### src/rtl/conv_pkg.sv
// Shared constants, FSM state type and parity helper for the K=3 convolutional encoder.
package conv_pkg;

  localparam int unsigned K      = 3;
  localparam int unsigned BYTE_W = 8;

  localparam logic [K-1:0] G0_DEFAULT = 3'b111;
  localparam logic [K-1:0] G1_DEFAULT = 3'b101;

  typedef enum logic [1:0] {
    IDLE,
    ENC,
    WAIT,
    TAIL
  } conv_state_e;

  // Parity of the generator-selected taps {b, s1, s0}.
  function automatic logic conv_parity(input logic [K-1:0] g, input logic [K-1:0] taps);
    return ^(g & taps);
  endfunction

endpackage

### src/rtl/conv_frame_encoder_if.sv
// Byte-in / coded-bit-out bus of the convolutional frame encoder.
interface conv_frame_encoder_if;
  import conv_pkg::*;

  logic [BYTE_W-1:0] din;
  logic              din_valid;
  logic              din_ready;
  logic              out_pre_sequence;
  logic              code_en;
  logic              frame_done;

  // Byte source and coded-bit sink.
  modport master (
    output din, din_valid,
    input  din_ready, out_pre_sequence, code_en, frame_done
  );

  // Encoder side.
  modport slave (
    input  din, din_valid,
    output din_ready, out_pre_sequence, code_en, frame_done
  );

endinterface

### src/rtl/conv_k3_core.sv
// K=3 encoder memory {s1, s0} and the two generator parities for the bit on bit_i.
module conv_k3_core
  import conv_pkg::*;
#(
  parameter logic [K-1:0] G0 = G0_DEFAULT,
  parameter logic [K-1:0] G1 = G1_DEFAULT
) (
  input  logic clk,
  input  logic rst_n,
  input  logic clear_i,
  input  logic step_i,
  input  logic bit_i,
  output logic c0_o,
  output logic c1_o
);

  logic         s1_q;
  logic         s0_q;
  logic [K-1:0] taps;

  // Parities see a zeroed memory while a clear is requested so a frame's first bit codes from state 00.
  always_comb begin
    taps = clear_i ? {bit_i, 2'b00} : {bit_i, s1_q, s0_q};
    c0_o = conv_parity(G0, taps);
    c1_o = conv_parity(G1, taps);
  end

  // Memory shift: s1 takes the newest bit, s0 the previous s1.
  always_ff @(posedge clk) begin
    if (!rst_n || clear_i) begin
      s1_q <= 1'b0;
      s0_q <= 1'b0;
    end else if (step_i) begin
      s1_q <= bit_i;
      s0_q <= s1_q;
    end
  end

endmodule

### src/rtl/conv_frame_encoder.sv
// Rate-1/2, K=3 convolutional frame encoder: byte handshake in, bit-serial coded stream out.
// Optional feature macro: CONV_TAIL_EN (appends two zero bits per frame to flush the memory to 00).
module conv_frame_encoder
  import conv_pkg::*;
#(
  parameter int unsigned  FRAME_BYTES = 4,
  parameter logic [K-1:0] G0          = G0_DEFAULT,
  parameter logic [K-1:0] G1          = G1_DEFAULT
) (
  input  logic                 clk,
  input  logic                 rst_n,
  conv_frame_encoder_if.slave  bus
);

  localparam logic [7:0] LAST_BYTE = 8'(FRAME_BYTES - 1);

  conv_state_e       state_q;
  logic [BYTE_W-1:0] byte_q;
  logic [2:0]        bit_cnt_q;
  logic              phase_q;     // 0: c0 on the output, 1: c1 on the output
  logic [7:0]        byte_cnt_q;
  logic              out_q;
  logic              code_en_q;
  logic              frame_done_q;

  logic din_ready;
  logic hs;
  logic more_bytes;
  logic enc_bit;
  logic core_clear;
  logic core_step;
  logic c0;
  logic c1;

  // The memory steps at the c0->c1 edge rather than after c1, so the parity on enc_bit always
  // yields the next registered coded bit: current bit during c0, following bit during c1.
  always_comb begin
    more_bytes = (byte_cnt_q < LAST_BYTE);
    din_ready  = 1'b0;
    enc_bit    = 1'b0;
    case (state_q)
      IDLE, WAIT: begin
        din_ready = 1'b1;
        enc_bit   = bus.din[7];
      end
      ENC: begin
        if (!phase_q) begin
          enc_bit = byte_q[7];
        end else if (bit_cnt_q != 3'd0) begin
          enc_bit = byte_q[6];
        end else if (more_bytes) begin
          din_ready = 1'b1;
          enc_bit   = bus.din[7];
        end
      end
      default: ;
    endcase
    hs         = bus.din_valid && din_ready;
    core_clear = (state_q == IDLE) && hs;
    core_step  = ((state_q == ENC) || (state_q == TAIL)) && !phase_q;
  end

  conv_k3_core #(
    .G0 (G0),
    .G1 (G1)
  ) u_core (
    .clk     (clk),
    .rst_n   (rst_n),
    .clear_i (core_clear),
    .step_i  (core_step),
    .bit_i   (enc_bit),
    .c0_o    (c0),
    .c1_o    (c1)
  );

  // Frame FSM with registered coded bit, qualifier and frame-done pulse.
  always_ff @(posedge clk) begin
    if (!rst_n) begin
      state_q      <= IDLE;
      byte_q       <= '0;
      bit_cnt_q    <= '0;
      phase_q      <= 1'b0;
      byte_cnt_q   <= '0;
      out_q        <= 1'b0;
      code_en_q    <= 1'b0;
      frame_done_q <= 1'b0;
    end else begin
      frame_done_q <= 1'b0;
      case (state_q)
        IDLE: begin
          if (hs) begin
            byte_q     <= bus.din;
            bit_cnt_q  <= 3'd7;
            phase_q    <= 1'b0;
            byte_cnt_q <= '0;
            out_q      <= c0;
            code_en_q  <= 1'b1;
            state_q    <= ENC;
          end else begin
            out_q     <= 1'b0;
            code_en_q <= 1'b0;
          end
        end
        WAIT: begin
          if (hs) begin
            byte_q     <= bus.din;
            bit_cnt_q  <= 3'd7;
            phase_q    <= 1'b0;
            byte_cnt_q <= more_bytes ? byte_cnt_q + 8'd1 : byte_cnt_q;
            out_q      <= c0;
            code_en_q  <= 1'b1;
            state_q    <= ENC;
          end
        end
        ENC: begin
          if (!phase_q) begin
            out_q   <= c1;
            phase_q <= 1'b1;
          end else if (bit_cnt_q != 3'd0) begin
            byte_q    <= {byte_q[BYTE_W-2:0], 1'b0};
            bit_cnt_q <= bit_cnt_q - 3'd1;
            out_q     <= c0;
            phase_q   <= 1'b0;
          end else if (more_bytes) begin
            if (hs) begin
              byte_q     <= bus.din;
              bit_cnt_q  <= 3'd7;
              phase_q    <= 1'b0;
              byte_cnt_q <= byte_cnt_q + 8'd1;
              out_q      <= c0;
            end else begin
              out_q     <= 1'b0;
              code_en_q <= 1'b0;
              state_q   <= WAIT;
            end
          end else begin
`ifdef CONV_TAIL_EN
            bit_cnt_q <= 3'd1;
            phase_q   <= 1'b0;
            out_q     <= c0;
            state_q   <= TAIL;
`else
            out_q        <= 1'b0;
            code_en_q    <= 1'b0;
            frame_done_q <= 1'b1;
            state_q      <= IDLE;
`endif
          end
        end
        TAIL: begin
          if (!phase_q) begin
            out_q   <= c1;
            phase_q <= 1'b1;
          end else if (bit_cnt_q != 3'd0) begin
            bit_cnt_q <= 3'd0;
            out_q     <= c0;
            phase_q   <= 1'b0;
          end else begin
            out_q        <= 1'b0;
            code_en_q    <= 1'b0;
            frame_done_q <= 1'b1;
            state_q      <= IDLE;
          end
        end
        default: state_q <= IDLE;
      endcase
    end
  end

  assign bus.din_ready        = din_ready;
  assign bus.out_pre_sequence = out_q;
  assign bus.code_en          = code_en_q;
  assign bus.frame_done       = frame_done_q;

endmodule

### src/flat_wrapper.sv
// flat-port wrapper written by rule: the top's interface ports become plain ports
module conv_frame_encoder_flat import conv_pkg::*;
#(
  parameter int unsigned  FRAME_BYTES = 4,
  parameter logic [K-1:0] G0          = G0_DEFAULT,
  parameter logic [K-1:0] G1          = G1_DEFAULT
)
  (clk, rst_n, bus_din, bus_din_valid, bus_din_ready, bus_out_pre_sequence, bus_code_en, bus_frame_done);
  conv_frame_encoder_if bus_i ();
  input  logic clk;
  input  logic rst_n;
  input wire logic [$bits(bus_i.din)-1:0] bus_din;
  input wire logic [$bits(bus_i.din_valid)-1:0] bus_din_valid;
  output wire logic [$bits(bus_i.din_ready)-1:0] bus_din_ready;
  output wire logic [$bits(bus_i.out_pre_sequence)-1:0] bus_out_pre_sequence;
  output wire logic [$bits(bus_i.code_en)-1:0] bus_code_en;
  output wire logic [$bits(bus_i.frame_done)-1:0] bus_frame_done;
  assign bus_i.din = bus_din;
  assign bus_i.din_valid = bus_din_valid;
  assign bus_din_ready = bus_i.din_ready;
  assign bus_out_pre_sequence = bus_i.out_pre_sequence;
  assign bus_code_en = bus_i.code_en;
  assign bus_frame_done = bus_i.frame_done;
  conv_frame_encoder #(.FRAME_BYTES(FRAME_BYTES), .G0(G0), .G1(G1)) u_core (.clk(clk), .rst_n(rst_n), .bus(bus_i));
endmodule
### config.mk
export PLATFORM = sky130hd
export DESIGN_NAME = conv_frame_encoder_flat
export DESIGN_NICKNAME = d
export VERILOG_FILES = /design/src/rtl/conv_pkg.sv /design/src/rtl/conv_frame_encoder_if.sv /design/src/rtl/conv_k3_core.sv /design/src/rtl/conv_frame_encoder.sv /design/src/flat_wrapper.sv
export SDC_FILE = /design/constraint.sdc
export NUM_CORES = 1
export LEC_CHECK = 0
export ABC_CLOCK_PERIOD_IN_PS = 6750
export BUFFER_PORTS_ARGS = -buffer_cell sky130_fd_sc_hd__buf_2
export CORE_MARGIN = 10
export CORE_UTILIZATION = 30
export DETAILED_ROUTE_END_ITERATION = 12
export GPL_ROUTABILITY_DRIVEN = 0
export PLACE_DENSITY = 0.48
export SLEW_MARGIN = 10
export SYNTH_ARGS = -nofsm -noshare
export SYNTH_HDL_FRONTEND = slang
export SYNTH_SLANG_ARGS = --single-unit
### constraint.sdc
create_clock -name clk -period 6.75 [get_ports clk]
set_input_delay 1.35 -clock clk [delete_from_list [all_inputs] [get_ports clk]]
set_output_delay 1.35 -clock clk [all_outputs]
set_load 0.02 [all_outputs]
==> results of run 1 <==
placed cells by master, fill, tap and decap left out, drive strengths merged, types with 3 or more instances in the layout:
cell / synthesis / final
and3: 3 / 3
or3: 3 / 3
nor3: 9 / 9
a32o: 6 / 6
dfxtp: 27 / 27
o211ai: 3 / 3
buf: 2 / 14
nand2b: 5 / 5
a21oi: 11 / 11
ha: 7 / 7
o221ai: 7 / 7
nand3: 5 / 5
clkbuf: 7 / 4
inv: 10 / 10
nand2: 20 / 20
mux2i: 4 / 4
nor2: 41 / 41
o21ai: 13 / 13
nor2b: 3 / 3
nor3b: 3 / 3
worst paths after layout:
path	endpoint
worst max-delay path	bus_din_ready
worst min-delay path	u_core.byte_q[4]
worst max register to register	u_core.bus.out_pre_sequence
worst min register to register	u_core.byte_q[4]
flip-flops by register name, summed over array words and instances, names as in the netlist:
signal                       count
u_core.bit_cnt_q                 3
u_core.bus.code_en               1
u_core.bus.frame_done            1
u_core.bus.out_pre_sequence      1
u_core.byte_cnt_q                8
u_core.byte_q                    8
u_core.phase_q                   1
u_core.state_q                   2
u_core.u_core.s0_q               1
u_core.u_core.s1_q               1
stage by stage:
step / hold slack (ns) / worst slack (ns) / utilization (%) / instances
floorplan: 0.441 / 4.03 / - / 221
global placement: 0.454 / 3.43 / 33.4 / 298
detailed placement: 0.461 / 3.37 / 33.4 / 298
CTS: 0.486 / 3.58 / 34.2 / 302
global route: 0.504 / 3.41 / 34.2 / 302
finish: 0.481 / 3.58 / 34.2 / 302
layout make-up:
cell class,instances,share of cell area [%]
Multi-Input combinational cell,175,58.7
Sequential cell,27,28.5
Inverter,10,1.98
Tap cell,72,4.76
Clock buffer,4,2.38
Timing Repair Buffer,14,3.70
routing by layer:
layer / up-vias / wire [um]
met3: 7 / 186
met2: 37 / 1990
li1: 822 / -
met1: 755 / 2180
met4: 0 / 54
met5: - / 0
kinds of logic (layout without fill, tap and decap cells):
group                      count (synthesis)  after routing  synth area share [%]
muxes                                      6              6                  3.85
adders and majority gates                  7              7                  5.08
buffers and inverters                     19             28                  4.21
DFF                                       27             27                  31.3
and+or+nand+nor                          102            102                  29.6
xor gates and xnor gates                   1              1                 0.508
AOI/OAI and AO/OA                         59             59                  25.4
power by group through the flow:
| stage | registers [mW] | clock network [mW] | logic (mW) |
|---|---|---|---|
| final | 0.245 | 0.0950 | 0.432 |
| after global routing | 0.252 | 0.105 | 0.488 |
| after CTS | 0.245 | 0.101 | 0.434 |
| after detailed placement | 0.249 | 0 | 0.431 |
| after global placement | 0.250 | 0 | 0.435 |
| after floorplan | 0.238 | 0 | 0.340 |
worst register-to-register path, stage by stage (launching register included):
cell      delay [ns]
dfxtp_1         0.37
inv_1           0.08
ha_1            0.32
inv_1           0.18
nor2_1          0.09
a222oi_1        0.60
a21oi_2         0.15
mux2_4          0.34
o32ai_2         0.26
==> impl_metrics.tcl, run 1 <==
set metrics [dict create \
    crit_fanout 5 \
    outcome "complete, no violations" \
    core_um2 5540 \
    setup_tns_ns 0 \
    synth_area_leaders "dfxtp_1 (31%), nor2_1 (8.7%), ha_1 (5.1%)" \
    yosys_warnings 0 \
    synth_edf_count 0 \
    die_h_um 95.8 \
    grt_usage_pct 9.90 \
    grt.met2_usage_pct 15.2 \
    critPathLaunch "u_core.byte_cnt_q[0]" \
    cp.arrival_ns 1.82 \
    period_share_pct 47.0 \
    p_total_mw 0.772 \
    viasPerCell 5.37 \
    worstHoldPathType "reg -> reg" \
    grt-ovfl-total 0 \
    drive_gt1_share_pct 13.0 \
    die_x_um 95.8 \
    crit_required_ns 5.40 \
    worstHoldStart "u_core.byte_q[4]" \
    grt_max_degree 21 \
    ctsHoldBuffers 0 \
    cts_buffers 3 \
    ir_worst_vdd_uv 113 \
    clock_sinks 27 \
    num_vias 1621 \
    clock_power_share_pct 12.3 \
    busiest_layer "met2" \
    switching_share_pct 47.1 \
    syn_avg_cell_area_um2 7.80 \
    whs_path_depth 2 \
    clock_latency_ns 0.28 \
    seqPwrFrac_pct 31.8 \
    antenna_found_initial 0 \
    worst_slew_pin_slew_ns 0.744 \
    cts_htree_levels 1 \
    cts_buffer_depth 2 \
    routedWlPerCell_um 14.6 \
    critPathLaunchType "flip-flop" \
    ys_async_sr_fraction_pct 0 \
    firstDrtPassIters 4 \
    path_clk_slew_ns 0.09 \
    n_antenna_cell 0 \
    synth_area_um2 1720 \
    pwr-share-comb_pct 55.9 \
    drc 0 \
    post_cts_resized 0 \
    num_rows 27 \
    first_iter_violations 85 \
    synth_commonest_cells "nor2_1 (40), dfxtp_1 (27), nand2_1 (20)" \
    synth_cells 221 \
    end_kind "output port" \
    setup_viol 0 \
    path_buf_inv 1 \
    pwr_density_cell_nw_per_um2 407 \
    cp_slowest_cell "nor4_2" \
    grt_pass1_wl_um 7350 \
    root_buffer "clkbuf_8" \
    syn_nets 239 \
    reg2reg_from "u_core.state_q[1]" \
    p_int_mw 0.408 \
    yosysSeqAreaShare_pct 31.3 \
    synth_most_common_cell "nor2_1" \
    synth_top_area_share_pct 31.3 \
    final-max-slew-violation-count 0 \
    path_depth 5 \
    seq_area_um2 541 \
    met3_usage_pct 2.26 \
    synth_area_leader_cell "dfxtp_1" \
    cts_tree "built" \
    placed_area_um2 1850 \
    final_nets 249 \
    ys_types 56 \
    worst-setup-path-type "reg -> out" \
    cp_cell_sequence "ha_1 > nor4_2 > a41oi_1 > nor2_1 > buf_2" \
    cap_viol_max_count 0 \
    grt_util_met1_pct 13.0 \
    period_needed_ns 3.17 \
    reg2reg_slack_ns 4.28 \
    ioPinCount 15 \
    ys_seq_elements 27 \
    skew_ns 0.00624 \
    drt-total-wl_um 4420 \
    grt_pass1_vias 1494 \
    die_area_um2 9180 \
    worst-r2r-cell-count 8 \
    port_buffers 14 \
    ant_nets 0 \
    fillCellCount 618 \
    area_growth_pct 9.87 \
    synth_flop_cell "dfxtp_1" \
    power_switching_mw 0.364 \
    fin_area_um2 1890 \
    cp_slowest_stage_delay_ns 0.41 \
    rsz0062_at_grt "false" \
    postCtsSetupRepairBufs 0 \
    multi_input_comb_area_um2 1110 \
    hold_viol 0 \
    place_hpwl_um 3230 \
    max_freq_mhz 315 \
    start_util_pct 31.1 \
    slew_headroom_pct 50.4 \
    cp_top_family "simple AND/OR/NAND/NOR gates" \
    p_leak_nw 0.730 \
]
(Power assumes the default switching activity.)
==> inputs of run 2 (changes only) <==
--- a/config.mk
+++ b/config.mk
@@ -5,13 +5,13 @@
 export SDC_FILE = /design/constraint.sdc
 export NUM_CORES = 1
 export LEC_CHECK = 0
-export ABC_CLOCK_PERIOD_IN_PS = 6750
+export ABC_CLOCK_PERIOD_IN_PS = 2800
 export BUFFER_PORTS_ARGS = -buffer_cell sky130_fd_sc_hd__buf_2
 export CORE_MARGIN = 10
 export CORE_UTILIZATION = 30
 export DETAILED_ROUTE_END_ITERATION = 12
 export GPL_ROUTABILITY_DRIVEN = 0
-export PLACE_DENSITY = 0.48
+export PLACE_DENSITY = 0.49
 export SLEW_MARGIN = 10
 export SYNTH_ARGS = -nofsm -noshare
 export SYNTH_HDL_FRONTEND = slang
==> constraint.sdc (replaced) <==
create_clock -name clk -period 2.8 [get_ports clk]
set_input_delay 0.56 -clock clk [delete_from_list [all_inputs] [get_ports clk]]
set_output_delay 0.56 -clock clk [all_outputs]
set_load 0.02 [all_outputs]
==> run 2 against run 1 <==
Compared with the run above:
- critical path depth unchanged
- via count down 0.56%
- setup slack worse by 3.2 ns
- highest routed layer unchanged
- non-clock buffer count up 3
- sequential share of layout area down 0.34 points
- global-route usage about the same
- total power up 140%
- utilization up 0.41 points
==> impl_metrics.tcl, run 2 (synthesis gave the netlist of run 1 again) <==
set metrics [dict create \
    layout_common_cells "nor2_1 (40), dfxtp_1 (27), nand2_1 (20), buf_2 (14)" \
    final-max-slew-violation-count 0 \
    p_leak_nw 0.745 \
    port_buffers 14 \
    skew_ns 0.00908 \
    num_rows 27 \
    first_iter_violations 151 \
    largestRegisters "u_core.byte_cnt_q: 8 flops, u_core.byte_q: 8 flops, u_core.bit_cnt_q: 3 flops" \
    die_h_um 95.8 \
    grt_usage_pct 9.93 \
    postCtsSetupRepairBufs 0 \
    ant_nets 0 \
    slew_headroom_pct 59.3 \
    max_freq_mhz 415 \
    grt_pass1_wl_um 7470 \
    start_util_pct 31.1 \
    die_area_um2 9180 \
    ir_worst_vdd_uv 293 \
    worst_slew_pin_slew_ns 0.606 \
    firstDrtPassIters 4 \
    cp_cell_sequence "ha_1 > nor4_2 > a41oi_1 > nor2_1 > buf_2" \
    rsz0062_at_grt "false" \
    cp_slowest_cell "nor4_2" \
    clock_latency_ns 0.28 \
    cts_htree_levels 1 \
    ctsHoldBuffers 0 \
    drc 0 \
    critPathLaunchType "flip-flop" \
    cp.arrival_ns 1.85 \
    outcome "complete, no violations" \
    fin_area_um2 1920 \
    drt-total-wl_um 4350 \
    worst-setup-path-type "reg -> out" \
    core_um2 5540 \
    ioPinCount 15 \
    grt_max_degree 20 \
    antenna_found_initial 0 \
    pwr_density_cell_nw_per_um2 977 \
    area_growth_pct 11.2 \
    placed_area_um2 1870 \
    cp_slowest_stage_delay_ns 0.38 \
    post_cts_resized 0 \
    routedWlPerCell_um 14.2 \
    grt_pass1_vias 1628 \
    path_clk_slew_ns 0.09 \
    path_buf_inv 1 \
    cts_tree "built" \
    final_nets 252 \
    root_buffer "clkbuf_8" \
    place_hpwl_um 3200 \
    grt-ovfl-total 0 \
    drive_gt1_share_pct 14.2 \
    setup_viol 0 \
    period_share_pct 86.0 \
    hold_viol 0 \
    viasPerCell 5.29 \
    end_kind "output port" \
    crit_required_ns 2.24 \
    cts_buffer_depth 2 \
    crit_fanout 5 \
    cap_viol_max_count 0 \
    setup_tns_ns 0 \
    clock_sinks 27 \
    period_needed_ns 2.41 \
    cts_buffers 3 \
    final_common_cell "nor2_1" \
    n_antenna_cell 0 \
    die_x_um 95.8 \
    worstHoldPathType "reg -> reg" \
    num_vias 1612 \
    cp_top_family "simple AND/OR/NAND/NOR gates" \
]
[run 2: area by class of cell]
cell class / instances / area, um^2
fill: 600 / 3620
sequential: 27 / 541
timing repair buffer: 17 / 92.6
multi-input combinational: 175 / 1110
tap: 72 / 90.1
clock buffer: 4 / 45.0
inverter: 10 / 37.5
[run 2: worst register-to-register path, cell delays in order, from the launching register on]
cell      delay [ns]
dfxtp_1         0.36
inv_1           0.08
ha_1            0.32
and3_4          0.24
a222oi_1        0.58
a21oi_2         0.14
mux2_4          0.33
o32ai_2         0.23
[run 2: per-stage QoR]
step | setup slack [ns] | util, % | total power, mW | instances | hold WS [ns]
4_1_cts | 0.391 | 34.6 | 1.89 | 305 | 0.484
2_1_floorplan | 0.667 | - | 1.39 | 221 | 0.441
5_1_grt | 0.187 | 34.6 | 2.07 | 305 | 0.504
3_5_place_dp | 0.471 | 33.8 | 1.65 | 301 | 0.460
6_report | 0.391 | 34.6 | 1.87 | 305 | 0.477
3_3_place_gp | 0.511 | 33.8 | 1.66 | 301 | 0.457
[run 2: worst paths after layout]
kind                         from                     endpoint  slack (ns)  depth (start not counted)
max          u_core.byte_cnt_q[0]                bus_din_ready        0.39                          5
min              u_core.byte_q[4]             u_core.byte_q[4]        0.48                          2
max reg2reg     u_core.state_q[1]  u_core.bus.out_pre_sequence        0.45                          7
min reg2reg      u_core.byte_q[4]             u_core.byte_q[4]        0.48                          2
[run 2: metal layers]
layer  GRT usage [%]  routed length, um  vias to the layer above  part of all wire, %
met1            12.5               2160                      763                   50
met4            1.84                 22                        0                 0.51
li1                -                  -                      830                    -
met5               0                  0                        -                    0
met2            17.0               2030                       17                   47
met3            2.18                139                        2                  3.2
[run 2: power breakdown]
part           switching [mW]  internal (mW)
clock network           0.124          0.102
registers              0.0996          0.494
logic                   0.654          0.399
==> inputs of run 3 (changes only) <==
--- a/config.mk
+++ b/config.mk
@@ -6,12 +6,12 @@
 export NUM_CORES = 1
 export LEC_CHECK = 0
 export ABC_CLOCK_PERIOD_IN_PS = 2800
-export BUFFER_PORTS_ARGS = -buffer_cell sky130_fd_sc_hd__buf_2
 export CORE_MARGIN = 10
 export CORE_UTILIZATION = 30
 export DETAILED_ROUTE_END_ITERATION = 12
+export DONT_BUFFER_PORTS = 1
 export GPL_ROUTABILITY_DRIVEN = 0
-export PLACE_DENSITY = 0.49
+export PLACE_DENSITY = 0.47
 export SLEW_MARGIN = 10
 export SYNTH_ARGS = -nofsm -noshare
 export SYNTH_HDL_FRONTEND = slang
==> run 3 against run 2 <==
Compared with the run above:
- sequential cell count did not move
- register-to-register slack improved by 0.04 ns
- hold slack got worse by 0.087 ns
- utilization fell by 1.4 points
- combinational power fell by 5%
- clock power rose by 2%
- largest power group unchanged
- via count fell by 4.0%
==> impl_metrics.tcl, run 3 (synthesis gave the netlist of run 1 again) <==
set metrics [dict create \
    postCtsSetupRepairBufs 0 \
    final_nets 237 \
    cp_top_family "simple AND/OR/NAND/NOR gates" \
    cts_buffers 3 \
    top_layer "met4" \
    dr_wl_met2_um 2170 \
    rsz0062_at_grt "false" \
    p_total_mw 1.84 \
    n_antenna_cell 0 \
    cp.arrival_ns 1.87 \
    path_buf_inv 0 \
    root_buffer "clkbuf_8" \
    drt-total-wl_um 4470 \
    layout_common_cells "nor2_1 (40), dfxtp_1 (27), nand2_1 (20), inv_1 (10), o21ai_0 (10)" \
    route.layer.met1.wl_um 2080 \
    cp_slowest_stage_delay_ns 0.39 \
    max_freq_mhz 411 \
    clock_latency_ns 0.28 \
    skew_ns 0.0106 \
    setup_viol 0 \
    p_leak_nw 0.681 \
    largestRegisters "u_core.byte_cnt_q: 8 flops, u_core.byte_q: 8 flops, u_core.bit_cnt_q: 3 flops" \
    slew_headroom_pct 59.4 \
    ant_nets 0 \
    die_h_um 95.8 \
    num_vias 1547 \
    crit_fanout 5 \
    viasPerCell 5.33 \
    grt_pass1_vias 1535 \
    routedWlPerCell_um 15.4 \
    worst-setup-path-type "reg -> out" \
    drc 0 \
    start_util_pct 31.1 \
    crit_required_ns 2.24 \
    cp_cell_sequence "ha_1 > nor4_2 > a41oi_1 > nor2_1" \
    final_common_cell "nor2_1" \
    drive_gt1_share_pct 8.26 \
    first_iter_violations 100 \
    core_um2 5540 \
    clock_sinks 27 \
    pwr_density_cell_nw_per_um2 1000 \
    grt-ovfl-total 0 \
    cp_slowest_cell "nor2_1" \
    period_share_pct 86.8 \
    cts_buffer_depth 2 \
    setup_tns_ns 0 \
    hold_viol 0 \
    ctsHoldBuffers 0 \
    cts_htree_levels 1 \
    grt_pass1_wl_um 7530 \
    cts_tree "built" \
    worstHoldPathType "in -> reg" \
    route.met3.wl_um 158 \
    cap_viol_max_count 0 \
    period_needed_ns 2.43 \
    grt_usage_pct 10.1 \
    ioPinCount 15 \
    grt_max_degree 20 \
    critPathLaunchType "flip-flop" \
    final-max-slew-violation-count 0 \
    port_buffers 0 \
    die_x_um 95.8 \
    reg2reg_slack_ns 0.49 \
    ir_worst_vdd_uv 304 \
    num_rows 27 \
    area_growth_pct 6.68 \
    post_cts_resized 0 \
    firstDrtPassIters 4 \
    path_clk_slew_ns 0.10 \
    antenna_found_initial 0 \
    place_hpwl_um 3310 \
    end_kind "output port" \
    outcome "complete, no violations" \
    worst_slew_pin_slew_ns 0.604 \
    die_area_um2 9180 \
]
## run 3: changes by cell type in the layout (fill, tap and decap cells not counted)
cell,change
buf_2,-14
buf_4,-1
## run 3: final timing paths
path	depth (start not counted)	startpoint	end
setup / recovery	4	u_core.byte_cnt_q[0]	bus_din_ready
hold / removal	2	rst_n	u_core.byte_q[0]
hold reg to reg	2	u_core.byte_q[4]	u_core.byte_q[4]
setup reg to reg	7	u_core.state_q[1]	u_core.bus.out_pre_sequence
## run 3: cell type report
cell class / instances / area, um^2
Clock buffer: 4 / 45.0
Fill cell: 632 / 3700
Inverter: 10 / 37.5
Multi-Input combinational cell: 175 / 1110
Sequential cell: 27 / 541
Tap cell: 72 / 90.1
Timing Repair Buffer: 2 / 15.0
## run 3: layer usage
metal	track usage, %	vias up
met4	3.44	0
met3	2.41	5
met1	12.9	719
met2	16.4	22
li1	-	801
met5	0	-
## run 3: where the power goes
group / leakage [nW] / total [mW] / switching, mW / internal (mW)
Combinational: 0.438 / 0.999 / 0.621 / 0.378
Sequential: 0.221 / 0.611 / 0.117 / 0.494
Clock: 0.0228 / 0.230 / 0.128 / 0.102
Total: 0.681 / 1.84 / 0.866 / 0.974
## run 3: through the flow
step	setup WS, ns	util (%)	cells	instance area (um^2)	hold WS (ns)
2_1_floorplan	0.667	-	221	1720	0.441
6_report	0.368	33.2	290	1840	0.390
5_1_grt	0.172	33.2	290	1840	0.394
4_1_cts	0.353	33.2	290	1840	0.382
3_5_place_dp	0.482	32.4	286	1790	0.464
3_3_place_gp	0.528	32.4	286	1790	0.458
